==> config.mk <==
export PLATFORM = sky130hd
export DESIGN_NAME = spi_shift
export DESIGN_NICKNAME = d
export VERILOG_FILES = /design/src/rtl/spi_shift.sv
export SDC_FILE = /design/constraint.sdc
export NUM_CORES = 1
export LEC_CHECK = 0
export BUFFER_PORTS_ARGS = -buffer_cell sky130_fd_sc_hd__buf_4
export CORE_ASPECT_RATIO = 2
export CORE_MARGIN = 2
export CORE_UTILIZATION = 40
export DETAILED_ROUTE_END_ITERATION = 7
export RECOVER_POWER = 50
export SYNTH_ARGS = -nofsm -noshare
export SYNTH_HDL_FRONTEND = slang
export SYNTH_SLANG_ARGS = --single-unit
==> constraint.sdc <==
create_clock -name clk -period 3.39 [get_ports clk]
set_input_delay 0.1695 -clock clk [delete_from_list [all_inputs] [get_ports clk]]
set_output_delay 0.1695 -clock clk [all_outputs]
set_load 0.05 [all_outputs]
==> src/rtl/spi_shift.sv <==
// SPI shift engine: serialises a right-justified write word onto mosi and deserialises
// miso into rd_data, following CS/SCK edges produced by an external timing stage.
module spi_shift (
    input  logic        clk,
    input  logic        rst_n,
    input  logic        en,
    input  logic        cpol,
    input  logic        cpha,
    input  logic [1:0]  w_r_mode,
    input  logic [5:0]  wr_width,
    input  logic [5:0]  rd_width,
    input  logic [31:0] wr_data,
    input  logic        cs,
    input  logic        sck,
    input  logic        miso,
    output logic        mosi,
    output logic [31:0] rd_data,
    output logic        rd_valid,
    output logic        done
);
    localparam int DATA_W = 32;

    typedef enum logic [1:0] {IDLE, ARMED, SHIFT, FINISH} state_t;

    state_t            state;
    logic              sck_d;
    logic              cs_d;
    logic [6:0]        cnt;
    logic [6:0]        wr_left;
    logic [DATA_W-1:0] wr_shift;
    logic [DATA_W-1:0] rd_shift;

    logic              lead_edge;
    logic              trail_edge;
    logic              sample_edge;
    logic              shift_edge;
    logic              cs_fall;
    logic              cs_rise;
    logic              has_write;
    logic              has_read;
    logic [6:0]        wr_w7;
    logic [6:0]        rd_w7;
    logic [6:0]        data_tot;
    logic [6:0]        cnt_nxt;
    logic              in_wr_phase;
    logic              in_rd_phase;
    logic [6:0]        align_sh;
    logic [DATA_W-1:0] wr_aligned;

    always_comb begin
        lead_edge   = (sck_d == cpol) && (sck != cpol);
        trail_edge  = (sck_d != cpol) && (sck == cpol);
        sample_edge = cpha ? trail_edge : lead_edge;
        shift_edge  = cpha ? lead_edge : trail_edge;
        cs_fall     = cs_d && !cs;
        cs_rise     = !cs_d && cs;
        has_write   = (w_r_mode != 2'b00);
        has_read    = (w_r_mode != 2'b01);
        wr_w7       = {1'b0, wr_width};
        rd_w7       = {1'b0, rd_width};
        case (w_r_mode)
            2'b00:   data_tot = rd_w7;
            2'b01:   data_tot = wr_w7;
            default: data_tot = wr_w7 + rd_w7;
        endcase
        cnt_nxt     = cnt + 7'd1;
        in_wr_phase = has_write && (cnt < wr_w7);
        in_rd_phase = (w_r_mode == 2'b00) || (w_r_mode[1] && (cnt >= wr_w7));
        // Left-align the write word so the first bit to send always sits in the MSB.
        align_sh    = 7'd32 - wr_w7;
        wr_aligned  = wr_data << align_sh;
    end

    always_ff @(posedge clk) begin
        if (!rst_n) begin
            state    <= IDLE;
            sck_d    <= cpol;
            cs_d     <= 1'b1;
            mosi     <= 1'b0;
            rd_data  <= '0;
            rd_valid <= 1'b0;
            done     <= 1'b0;
            cnt      <= '0;
            wr_left  <= '0;
            wr_shift <= '0;
            rd_shift <= '0;
        end else begin
            sck_d    <= sck;
            cs_d     <= cs;
            rd_valid <= 1'b0;
            done     <= 1'b0;
            if (!en) begin
                state    <= IDLE;
                mosi     <= 1'b0;
                cnt      <= '0;
                wr_left  <= '0;
                wr_shift <= '0;
                rd_shift <= '0;
            end else begin
                case (state)
                    IDLE: begin
                        state <= ARMED;
                        mosi  <= 1'b0;
                    end
                    ARMED: begin
                        if (cs_fall) begin
                            state    <= SHIFT;
                            cnt      <= '0;
                            rd_shift <= '0;
                            // With cpha=0 the first bit must already be on the line
                            // before the first (sampling) lead edge.
                            if (has_write && !cpha) begin
                                mosi     <= wr_aligned[DATA_W-1];
                                wr_shift <= wr_aligned << 1;
                                wr_left  <= wr_w7 - 7'd1;
                            end else begin
                                mosi     <= 1'b0;
                                wr_shift <= wr_aligned;
                                wr_left  <= has_write ? wr_w7 : 7'd0;
                            end
                        end
                    end
                    SHIFT: begin
                        if (cs_rise) begin
                            state <= IDLE;
                            mosi  <= 1'b0;
                        end else if (cnt >= data_tot) begin
                            state <= FINISH;
                            mosi  <= 1'b0;
                        end else if (sample_edge) begin
                            cnt <= cnt_nxt;
                            if (in_rd_phase) begin
                                rd_shift <= {rd_shift[DATA_W-2:0], miso};
                            end
                            if (in_wr_phase && (cnt_nxt == wr_w7)) begin
                                mosi <= 1'b0;
                            end
                            if (cnt_nxt == data_tot) begin
                                state <= FINISH;
                            end
                        end else if (shift_edge) begin
                            if (wr_left != 7'd0) begin
                                mosi     <= wr_shift[DATA_W-1];
                                wr_shift <= wr_shift << 1;
                                wr_left  <= wr_left - 7'd1;
                            end else begin
                                mosi <= 1'b0;
                            end
                        end
                    end
                    FINISH: begin
                        mosi <= 1'b0;
                        if (cs_rise) begin
                            state <= IDLE;
                            done  <= 1'b1;
                            if (has_read) begin
                                rd_data  <= rd_shift;
                                rd_valid <= 1'b1;
                            end
                        end
                    end
                    default: state <= IDLE;
                endcase
            end
        end
    end

endmodule

==> flow_metrics.tcl <==
set metrics [dict create \
    hold_depth 2 \
    hold_viol 0 \
    yosysTopAreaCellShare_pct 28.8 \
    irDropWorstVdd_v 0.000371 \
    rows 73 \
    crit_family "compound AO/OA/AOI/OAI gates" \
    clock_path_buffers 2 \
    synth_cell_types 80 \
    htree_levels 4 \
    grt-ovfl-total 0 \
    synth_ff_type "dfxtp_1" \
    place_hpwl_mm 17.7 \
    failed_checks "max-capacitance violations, max-slew violations" \
    worst_hold_path_type "input pin to flop" \
    gp_congestion 0.940 \
    status "finished, violations left" \
    clkLatencyLatePin_ns 0.42 \
    avgSynthCellArea_um2 8.09 \
    antenna_cells 0 \
    crit_buf_inv 3 \
    drt-total-wl_mm 23.3 \
    post_cts_resized 0 \
    synthCells 1005 \
    crit_path_start "wr_width[0]" \
    die_w_um 105 \
    max_cap_violations 1 \
    power.leakage_nw 3.46 \
    grt_use_total_pct 21.8 \
    final_cell_mix "161 x nand2_1, 117 x dfxtp_1, 91 x a21oi_1" \
    async_reset_ff_share_pct 0 \
    min_from "cpol" \
    end_kind "flop" \
    synth-warning-count 0 \
    cp_slowest_cell "o21ai_0" \
    cts_sinks 117 \
    slew-limit-headroom_pct -11.4 \
    finalClockSkew_ns 0.00871 \
    dieArea_mm2 0.0216 \
    initial_core_util_pct 40.9 \
    fmax_mhz 328 \
    wl_per_cell_um 17.4 \
    vias_per_cell 5.77 \
    utilization_pct 47.6 \
    io_buffers 88 \
    core_mm2 0.0199 \
    synth_area_mm2 0.00813 \
    cts-buffers-inserted 17 \
    cts-hold-fix-buffers 3 \
    setup_viol 0 \
    tightest_slew_ns 1.67 \
    p_per_area_mw_per_mm2 410 \
    ant_nets 0 \
    ios 89 \
    nNetsFinal 1143 \
    grt_pass1_vias 7429 \
    routed-via-count 7729 \
    yosysSeqAreaShare_pct 28.8 \
    first_iter_violations 449 \
    die_h_um 206 \
    area_growth_pct 16.5 \
    startpoint_type "input pin" \
    fin_crit_sh_pct 89.8 \
    synth.net_count 1083 \
    path_class "input pin to flop" \
    drc_errors 0 \
    yosysTopAreaCell "dfxtp_1" \
    synth_edf_count 0 \
    tns_ns 0 \
    clkTransAtPathRegs_ns 0.06 \
    post_cts_buffers 0 \
    cp.arrival_ns 3.34 \
    cp_num_cells 15 \
    ys_top_cells_by_area "dfxtp_1 29%, nand2_1 7.4%, mux4_2 6.9%, a21oi_1 5.6%, ha_1 3.5%" \
    worstPathMaxFanout 37 \
    rsz0062_at_grt "no" \
    grt_pass1_wl_mm 37.6 \
    drive_gt1_share_pct 16.1 \
    mostFrequentLayoutCell "nand2_1" \
    final_max_slew_viol_count 45 \
    root_buffer "clkbuf_16" \
    r2r_start "cnt[0]" \
    min_period_ns 3.04 \
    antenna_found_initial 0 \
    slowest_delay_ns 0.62 \
    grt_max_degree 65 \
    worstPathRequired_ns 3.68 \
    reg2reg_depth 11 \
    ys_ff_latch 117 \
    cts_tree "built" \
    crit_path_cell_trace "buf_4 > ha_1 > inv_1 > fa_1 > nor2b_1 > o21a_1 > o21ai_0 > a21o_1 > ha_1 > o2111ai_1 > o21ai_0 > a21o_1 > buf_12 > nand2_1 > a221oi_1" \
    drt_first_pass_iters 5 \
]
-- area by class of cell --
| cell class | instances | area [µm²] |
|---|---|---|
| Tap cell | 262 | 328 |
| Multi-Input combinational cell | 789 | 5330 |
| Clock buffer | 21 | 470 |
| Inverter | 17 | 63.8 |
| Fill cell | 2066 | 10400 |
| Clock inverter | 11 | 103 |
| Sequential cell | 117 | 2340 |
| Timing Repair Buffer | 123 | 838 |
-- Yosys cell counts (all sizes together) (23+ instances only) --
library cell	instances
mux4	25
a21boi	32
buf	37
a21oi	93
nor2	57
o21ai	65
nand3	47
ha	23
dfxtp	117
mux2i	26
nand2	161
nand2b	41
clkbuf	45
-- path summary, 6_finish.rpt --
check,to,slack [ns]
hold reg to reg,rd_data[18],0.46
hold / removal,sck_d,0.04
setup reg to reg,wr_shift[21],0.53
setup / recovery,wr_shift[17],0.35
-- sequential cells by signal (all words and copies together), names as in the netlist, 2 cells and up --
name	cells
rd_data	32
cnt	7
rd_shift	32
state	2
wr_left	7
wr_shift	32
-- routing by layer --
metal / track usage, % / share of wire, % / up-vias
met5: 0 / 0 / -
met4: 11.7 / 4.0 / 0
met3: 2.82 / 3.1 / 54
met2: 41.3 / 55 / 186
met1: 22.9 / 38 / 3715
li1: - / - / 3774
-- through the flow --
step                      hold slack (ns)  power (mW)  cells  instance area, µm²  worst slack (ns)
final                              0.0403        3.89   1340                9480             0.345
after detailed placement            0.381        2.18   1305                9020            0.0548
after global routing               0.0334        4.05   1340                9480            0.0931
after floorplan                     0.271        1.95   1005                8130             0.356
after global placement              0.380        2.18   1305                9020             0.146
after CTS                          0.0149        3.93   1340                9620             0.497
-- cells by family (layout without fill, tap and decap cells) --
| kind of cell | after synthesis | in the layout | share of synthesized area [%] |
|---|---|---|---|
| and+or+nand+nor | 386 | 386 | 22.7 |
| buffers and inverters | 99 | 172 | 5.75 |
| xor gates and xnor gates | 26 | 26 | 3.68 |
| DFF | 117 | 117 | 28.8 |
| AOI/OAI and AO/OA | 293 | 293 | 23.9 |
| muxes | 60 | 60 | 11.4 |
| adders and majority gates | 24 | 24 | 3.78 |
-- power breakdown --
| group | switching [mW] | total, mW | internal [mW] | leakage, nW |
|---|---|---|---|---|
| Clock | 0.665 | 1.73 | 1.06 | 0.275 |
| Combinational | 0.444 | 0.763 | 0.319 | 2.24 |
| Sequential | 0.00770 | 1.39 | 1.39 | 0.944 |
| Total | 1.12 | 3.89 | 2.77 | 3.46 |
(Power assumes the default switching activity.)
